**config.mk**
```make
export PLATFORM = sky130hd
export DESIGN_NAME = multicycle_ctrl_flat
export DESIGN_NICKNAME = d
export VERILOG_FILES = /design/src/rtl/multicycle_ctrl_if.sv /design/src/rtl/multicycle_ctrl.sv /design/src/flat_wrapper.sv
export SDC_FILE = /design/constraint.sdc
export NUM_CORES = 1
export LEC_CHECK = 0
export ABC_AREA = 1
export CAP_MARGIN = 40
export CORE_MARGIN = 4
export CORE_UTILIZATION = 49
export DETAILED_ROUTE_END_ITERATION = 8
export PLACE_DENSITY = 0.9
export SLEW_MARGIN = 20
export SYNTH_ARGS = -nofsm -noshare
export SYNTH_HDL_FRONTEND = slang
export SYNTH_SLANG_ARGS = --single-unit
```
**constraint.sdc**
```tcl
create_clock -name clk -period 2 [get_ports clk]
set_input_delay 0.2 -clock clk [delete_from_list [all_inputs] [get_ports clk]]
set_output_delay 0.2 -clock clk [all_outputs]
set_load 0.02 [all_outputs]
```
**src/rtl/multicycle_ctrl_if.sv**
```systemverilog
// rtl/multicycle_ctrl_if.sv - control/status bundle between multicycle_ctrl and the shared datapath
interface multicycle_ctrl_if;
  logic [5:0]  opcode;
  logic [5:0]  funct;
  logic        zero;
  logic        mem_ready;
  logic        pc_we;
  logic        ir_we;
  logic        mem_rd;
  logic        mem_we;
  logic        iord;
  logic        reg_we;
  logic [1:0]  reg_dst;
  logic [1:0]  wb_sel;
  logic        alu_a_sel;
  logic [1:0]  alu_b_sel;
  logic [2:0]  alu_op;
  logic        ext_op;
  logic [1:0]  pc_src;
  logic        instr_done;
  logic        illegal;
  logic [3:0]  state;
  logic [31:0] instr_count;

  modport master (
    input  opcode, funct, zero, mem_ready,
    output pc_we, ir_we, mem_rd, mem_we, iord, reg_we, reg_dst, wb_sel,
           alu_a_sel, alu_b_sel, alu_op, ext_op, pc_src, instr_done, illegal,
           state, instr_count
  );

  modport slave (
    output opcode, funct, zero, mem_ready,
    input  pc_we, ir_we, mem_rd, mem_we, iord, reg_we, reg_dst, wb_sel,
           alu_a_sel, alu_b_sel, alu_op, ext_op, pc_src, instr_done, illegal,
           state, instr_count
  );
endinterface

```
**src/rtl/multicycle_ctrl.sv**
```systemverilog
// rtl/multicycle_ctrl.sv - multi-cycle MIPS control FSM with memory stall and retire counter
module multicycle_ctrl (
  input  logic                clk,
  input  logic                rst_n,
  multicycle_ctrl_if.master   bus
);
  typedef enum logic [3:0] {
    IDLE     = 4'd0,
    FETCH    = 4'd1,
    DECODE   = 4'd2,
    EXEC_R   = 4'd3,
    EXEC_I   = 4'd4,
    ALU_WB   = 4'd5,
    MEM_ADDR = 4'd6,
    MEM_RD   = 4'd7,
    MEM_WB   = 4'd8,
    MEM_WR   = 4'd9,
    BRANCH   = 4'd10,
    JUMP     = 4'd11,
    JAL      = 4'd12,
    JR       = 4'd13,
    TRAP     = 4'd14
  } state_t;

  localparam logic [2:0] ALU_NONE = 3'b000;
  localparam logic [2:0] ALU_ADD  = 3'b010;
  localparam logic [2:0] ALU_SUB  = 3'b110;
  localparam logic [2:0] ALU_OR   = 3'b001;
  localparam logic [2:0] ALU_LUI  = 3'b111;
  localparam logic [2:0] ALU_SLL  = 3'b011;

  state_t      state_q, state_d;
  logic [31:0] count_q;
  logic        done;

  always_ff @(posedge clk or negedge rst_n) begin
    if (!rst_n) state_q <= IDLE;
    else        state_q <= state_d;
  end

  // Wraps naturally at 32 bits
  always_ff @(posedge clk or negedge rst_n) begin
    if (!rst_n)    count_q <= 32'd0;
    else if (done) count_q <= count_q + 32'd1;
  end

  assign bus.state       = state_q;
  assign bus.instr_count = count_q;
  assign bus.instr_done  = done;
  assign bus.illegal     = (state_q == TRAP);

  always_comb begin
    state_d       = state_q;
    done          = 1'b0;
    bus.pc_we     = 1'b0;
    bus.ir_we     = 1'b0;
    bus.mem_rd    = 1'b0;
    bus.mem_we    = 1'b0;
    bus.iord      = 1'b0;
    bus.reg_we    = 1'b0;
    bus.reg_dst   = 2'd0;
    bus.wb_sel    = 2'd0;
    bus.alu_a_sel = 1'b0;
    bus.alu_b_sel = 2'd0;
    bus.alu_op    = ALU_NONE;
    bus.ext_op    = 1'b0;
    bus.pc_src    = 2'd0;
    unique case (state_q)
      IDLE: state_d = FETCH;
      FETCH: begin
        bus.mem_rd    = 1'b1;
        bus.alu_b_sel = 2'd1;
        bus.alu_op    = ALU_ADD;
        bus.pc_we     = bus.mem_ready;
        bus.ir_we     = bus.mem_ready;
        if (bus.mem_ready) state_d = DECODE;
      end
      DECODE: begin
        // Speculatively compute the branch target into ALUOut
        bus.alu_b_sel = 2'd3;
        bus.alu_op    = ALU_ADD;
        case (bus.opcode)
          6'h00: begin
            if (bus.funct == 6'h21 || bus.funct == 6'h23 || bus.funct == 6'h00)
              state_d = EXEC_R;
            else if (bus.funct == 6'h08)
              state_d = JR;
            else
              state_d = TRAP;
          end
          6'h0D, 6'h0F: state_d = EXEC_I;
          6'h23, 6'h2B: state_d = MEM_ADDR;
          6'h04:        state_d = BRANCH;
          6'h02:        state_d = JUMP;
          6'h03:        state_d = JAL;
          default:      state_d = TRAP;
        endcase
      end
      EXEC_R: begin
        bus.alu_a_sel = 1'b1;
        case (bus.funct)
          6'h21:   bus.alu_op = ALU_ADD;
          6'h23:   bus.alu_op = ALU_SUB;
          default: bus.alu_op = ALU_SLL;
        endcase
        state_d = ALU_WB;
      end
      EXEC_I: begin
        bus.alu_a_sel = 1'b1;
        bus.alu_b_sel = 2'd2;
        if (bus.opcode == 6'h0D) begin
          bus.alu_op = ALU_OR;
          bus.ext_op = 1'b1;
        end else begin
          bus.alu_op = ALU_LUI;
        end
        state_d = ALU_WB;
      end
      ALU_WB: begin
        bus.reg_we  = 1'b1;
        bus.reg_dst = (bus.opcode == 6'h00) ? 2'd1 : 2'd0;
        done        = 1'b1;
        state_d     = FETCH;
      end
      MEM_ADDR: begin
        bus.alu_a_sel = 1'b1;
        bus.alu_b_sel = 2'd2;
        bus.alu_op    = ALU_ADD;
        state_d       = (bus.opcode == 6'h23) ? MEM_RD : MEM_WR;
      end
      MEM_RD: begin
        bus.mem_rd = 1'b1;
        bus.iord   = 1'b1;
        if (bus.mem_ready) state_d = MEM_WB;
      end
      MEM_WB: begin
        bus.reg_we = 1'b1;
        bus.wb_sel = 2'd1;
        done       = 1'b1;
        state_d    = FETCH;
      end
      MEM_WR: begin
        bus.mem_we = 1'b1;
        bus.iord   = 1'b1;
        done       = bus.mem_ready;
        if (bus.mem_ready) state_d = FETCH;
      end
      BRANCH: begin
        bus.alu_a_sel = 1'b1;
        bus.alu_op    = ALU_SUB;
        bus.pc_src    = 2'd1;
        bus.pc_we     = bus.zero;
        done          = 1'b1;
        state_d       = FETCH;
      end
      JUMP: begin
        bus.pc_src = 2'd2;
        bus.pc_we  = 1'b1;
        done       = 1'b1;
        state_d    = FETCH;
      end
      JAL: begin
        // PC already holds PC+4, so $31 gets the return address
        bus.pc_src  = 2'd2;
        bus.pc_we   = 1'b1;
        bus.reg_we  = 1'b1;
        bus.reg_dst = 2'd2;
        bus.wb_sel  = 2'd2;
        done        = 1'b1;
        state_d     = FETCH;
      end
      JR: begin
        bus.pc_src = 2'd3;
        bus.pc_we  = 1'b1;
        done       = 1'b1;
        state_d    = FETCH;
      end
      TRAP:    state_d = TRAP;
      default: state_d = IDLE;
    endcase
  end
endmodule

```
**src/flat_wrapper.sv**
```systemverilog
// flat-port wrapper written by rule: the top's interface ports become plain ports
module multicycle_ctrl_flat 
  (clk, rst_n, bus_opcode, bus_funct, bus_zero, bus_mem_ready, bus_pc_we, bus_ir_we, bus_mem_rd, bus_mem_we, bus_iord, bus_reg_we, bus_reg_dst, bus_wb_sel, bus_alu_a_sel, bus_alu_b_sel, bus_alu_op, bus_ext_op, bus_pc_src, bus_instr_done, bus_illegal, bus_state, bus_instr_count);
  multicycle_ctrl_if bus_i ();
  input  logic clk;
  input  logic rst_n;
  input wire logic [$bits(bus_i.opcode)-1:0] bus_opcode;
  input wire logic [$bits(bus_i.funct)-1:0] bus_funct;
  input wire logic [$bits(bus_i.zero)-1:0] bus_zero;
  input wire logic [$bits(bus_i.mem_ready)-1:0] bus_mem_ready;
  output wire logic [$bits(bus_i.pc_we)-1:0] bus_pc_we;
  output wire logic [$bits(bus_i.ir_we)-1:0] bus_ir_we;
  output wire logic [$bits(bus_i.mem_rd)-1:0] bus_mem_rd;
  output wire logic [$bits(bus_i.mem_we)-1:0] bus_mem_we;
  output wire logic [$bits(bus_i.iord)-1:0] bus_iord;
  output wire logic [$bits(bus_i.reg_we)-1:0] bus_reg_we;
  output wire logic [$bits(bus_i.reg_dst)-1:0] bus_reg_dst;
  output wire logic [$bits(bus_i.wb_sel)-1:0] bus_wb_sel;
  output wire logic [$bits(bus_i.alu_a_sel)-1:0] bus_alu_a_sel;
  output wire logic [$bits(bus_i.alu_b_sel)-1:0] bus_alu_b_sel;
  output wire logic [$bits(bus_i.alu_op)-1:0] bus_alu_op;
  output wire logic [$bits(bus_i.ext_op)-1:0] bus_ext_op;
  output wire logic [$bits(bus_i.pc_src)-1:0] bus_pc_src;
  output wire logic [$bits(bus_i.instr_done)-1:0] bus_instr_done;
  output wire logic [$bits(bus_i.illegal)-1:0] bus_illegal;
  output wire logic [$bits(bus_i.state)-1:0] bus_state;
  output wire logic [$bits(bus_i.instr_count)-1:0] bus_instr_count;
  assign bus_i.opcode = bus_opcode;
  assign bus_i.funct = bus_funct;
  assign bus_i.zero = bus_zero;
  assign bus_i.mem_ready = bus_mem_ready;
  assign bus_pc_we = bus_i.pc_we;
  assign bus_ir_we = bus_i.ir_we;
  assign bus_mem_rd = bus_i.mem_rd;
  assign bus_mem_we = bus_i.mem_we;
  assign bus_iord = bus_i.iord;
  assign bus_reg_we = bus_i.reg_we;
  assign bus_reg_dst = bus_i.reg_dst;
  assign bus_wb_sel = bus_i.wb_sel;
  assign bus_alu_a_sel = bus_i.alu_a_sel;
  assign bus_alu_b_sel = bus_i.alu_b_sel;
  assign bus_alu_op = bus_i.alu_op;
  assign bus_ext_op = bus_i.ext_op;
  assign bus_pc_src = bus_i.pc_src;
  assign bus_instr_done = bus_i.instr_done;
  assign bus_illegal = bus_i.illegal;
  assign bus_state = bus_i.state;
  assign bus_instr_count = bus_i.instr_count;
  multicycle_ctrl u_core (.clk(clk), .rst_n(rst_n), .bus(bus_i));
endmodule
```
==> key figures <==
Outcome
  • Status: complete, no violations

Logic synthesis
  • Synthesized flop and latch total: 36
  • Post-synthesis mux area share: 0%
  • Sequential cell area fraction in the yosys report: 33.9%
  • Yosys cell types: 27
  • Post-synthesis simple-gate area fraction: 46.3%
  • Syn nets: 441
  • Synth Area in XOR/XNOR: 5.94%
  • Yosys warns: 0
  • Syn avg cell area: 6.26 µm²
  • Largest family of logic cells by synthesized area: simple AND/OR/NAND/NOR gates
  • Synth Area in Compound Gates: 5.04%
  • Post-synthesis adder-cell area fraction: 0.471%
  • Post-Synthesis Cells: 424
  • Mapped Area: 2650 µm²

Die
  • FP Rows: 26
  • Die area: 6660 µm²
  • Initial Util: 51.3%
  • DIE HEIGHT: 81.6 µm
  • Die W: 81.6 µm
  • Io pins: 73
  • Core Box Area: 5170 µm²

Power and ir drop
  • Sw Ratio: 45.2%
  • Int Pwr: 0.00184 W
  • Sw Pwr: 0.00151 W
  • Worst vdd ir: 0.000889 V
  • Total power draw: 0.00335 W
  • Pwr Density: 924 nW/µm²
  • Reg power frac: 29.1%
  • Leak pwr: 1.71 nW
  • Gate power share: 54.3%
  • Clock share of power: 16.6%

Setup path
  • R2R Path End: u_core.bus.instr_count[9]
  • WP data required: 1.80 ns
  • WS Path Type: reg2out
  • Launching point of the worst reg2reg path: u_core.bus.state[1]
  • Critical Path End Type: output port
  • Crit Path Max Fanout: 4
  • Crit path arrival time: 1.72 ns
  • Critical Path Source Type: flop
  • R2r setup slk: 0.15 ns
  • R2R cell count: 10

Clock tree
  • Clock latency on the worst-skew pair: 0.29 ns
  • Post-CTS resize count: 19
  • Cts hold-fix bufs: 0
  • CTS root buffer: clkbuf_8
  • TritonCTS clock tree: yes
  • Clk slew on worst S/H paths: 0.07 ns
  • Clock buffer depth: 2
  • H-tree depth: 2
  • CTS buffer count: 5
  • Postcts setup bufs: 0
  • Clock sinks: 36

Worst hold path
  • Type of the worst min-delay path: in2async

Global route
  • Vias in the first global route: 3132
  • Global-route wire length before repair: 13600 µm
  • All-Layer GR Usage: 25.9%
  • Gr ovfl total: 0
  • Largest net degree at the start of global routing: 37
  • Initial antenna violation count: 0

Place
  • DP Worst Slack: -0.111 ns
  • Port bufs: 72
  • Dpl hpwl: 6230 µm
  • Gpl congestion: 0.979

Timing
  • Clk_skew: 0.00448 ns
  • Final setup fails: 0
  • Max Slew Vio Count: 0
  • Slew @ Worst Pin: 0.458 ns
  • Fmax: 522 MHz
  • Final Worst Setup Slack: 0.0826 ns
  • Final period util: 95.9%
  • Slew headroom: 69.5%
  • Minimum clock period: 1.92 ns
  • RSZ-0062 raised after global routing: yes
  • Final Hold Vio Count: 0

Route
  • Via density: 5.18
  • Wire length per cell: 13.4 µm
  • Vias: 3041
  • DRT Wirelength: 7890 µm
  • Post-route ant nets: 0
  • Drt pass-1 iters: 4
  • DRC: 0
  • Detailed Route Iter0 Violations: 179

Final layout
  • Layout cells sized above 1: 8.90%
  • Most frequent cells in the layout: nand2_1, nor2_1, clkdlybuf4s50_1
  • Most common cell after layout, fill and taps aside: nand2_1
  • N_diodes: 0
  • Area Overhead vs Synth: 36.7%
  • Total Nets Final: 534

Run
  • Max cap viols: 0
[synthesized netlist by cell type]
master,instances,area (µm²)
nand2_1,157,589
nor2_1,77,289
inv_1,42,158
dfrtp_1,36,901
nand3_1,23,115
o21ai_0,15,75.1
nor3_1,13,65.1
nand3b_1,10,75.1
xnor2_1,9,78.8
xor2_1,9,78.8
inv_2,6,22.5
nand4_1,4,25.0
o21ai_1,4,20.0
a21oi_1,2,10.0
buf_2,2,10.0
buf_6,2,22.5
nand2_2,2,12.5
o22ai_1,2,12.5
a211o_1,1,8.76
buf_4,1,7.51
ha_1,1,12.5
nand3_4,1,17.5
nor2_2,1,6.26
nor2_4,1,11.3
nor3_4,1,16.3
o211ai_1,1,7.51
or2_2,1,6.26
[area by class of cell]
| type | count | area (µm²) |
|---|---|---|
| Timing Repair Buffer | 91 | 826 |
| Sequential cell | 36 | 901 |
| Tap cell | 70 | 87.6 |
| Fill cell | 451 | 1540 |
| Inverter | 48 | 180 |
| Clock buffer | 7 | 96.3 |
| Multi-Input combinational cell | 335 | 1540 |
[power by group through the flow]
stage / Combinational (W) / Sequential [W] / Clock, W
2_1_floorplan: 0.000932 / 0.00108 / 0
3_3_place_gp: 0.00188 / 0.000980 / 0
3_5_place_dp: 0.00192 / 0.000982 / 0
4_1_cts: 0.00183 / 0.000971 / 0.000558
5_1_grt: 0.00200 / 0.000992 / 0.000595
6_report: 0.00182 / 0.000975 / 0.000558
[worst max-delay path: stages, from the launching register on]
cell	delay, ns
dfrtp_1	0.41
buf_4	0.17
nor2_1	0.11
nand3b_1	0.15
a21oi_1	0.07
a211o_1	0.23
clkdlybuf4s15_1	0.28
[state kept, by name, summed over array words and instances (netlist names)]
signal and count:
u_core.bus.instr_count 32, u_core.bus.state 4
[metal layers]
metal	share of wire (%)	up-vias	GRT usage, %
li1	-	1507	-
met1	41	1391	28.8
met2	49	117	47.1
met3	7.1	26	6.03
met4	3.3	0	11.1
met5	0	-	0
[through the flow]
stage / hold slack [ns] / std cells / TNS (ns) / util, % / instance area, µm²
2_1_floorplan: -0.0956 / 424 / 0 / - / 2650
3_3_place_gp: 0.504 / 580 / -0.190 / 68.9 / 3560
3_5_place_dp: 0.516 / 580 / -0.305 / 68.9 / 3560
4_1_cts: 0.356 / 587 / 0 / 70.3 / 3640
5_1_grt: 0.380 / 587 / -0.100 / 70.2 / 3630
6_report: 0.334 / 587 / 0 / 70.2 / 3630
[worst max-delay path by stage]
stage / cells past startpoint / start / to / slack (ns)
6_report: 6 / u_core.bus.state[2] / bus_pc_we / 0.08
3_5_place_dp: 6 / bus_opcode[4] / bus_ext_op / -0.11
2_1_floorplan: 6 / u_core.bus.state[3] / bus_pc_we / 0.20
4_1_cts: 5 / u_core.bus.state[1] / bus_wb_sel[0] / 0.02
3_3_place_gp: 7 / bus_opcode[4] / bus_alu_op[2] / -0.07
5_1_grt: 7 / u_core.bus.state[2] / bus_pc_we / -0.07
[cell families (layout without fill, tap and decap cells)]
logic type               after synthesis  in the layout
AO/OA/AOI/OAI                         25             25
AND/OR/NAND/NOR                      291            291
flip-flops                            36             36
adder cells (fa/ha/maj)                1              1
buffers and inverters                 53            146
XOR/XNOR                              18             18
(Power assumes the default switching activity.)
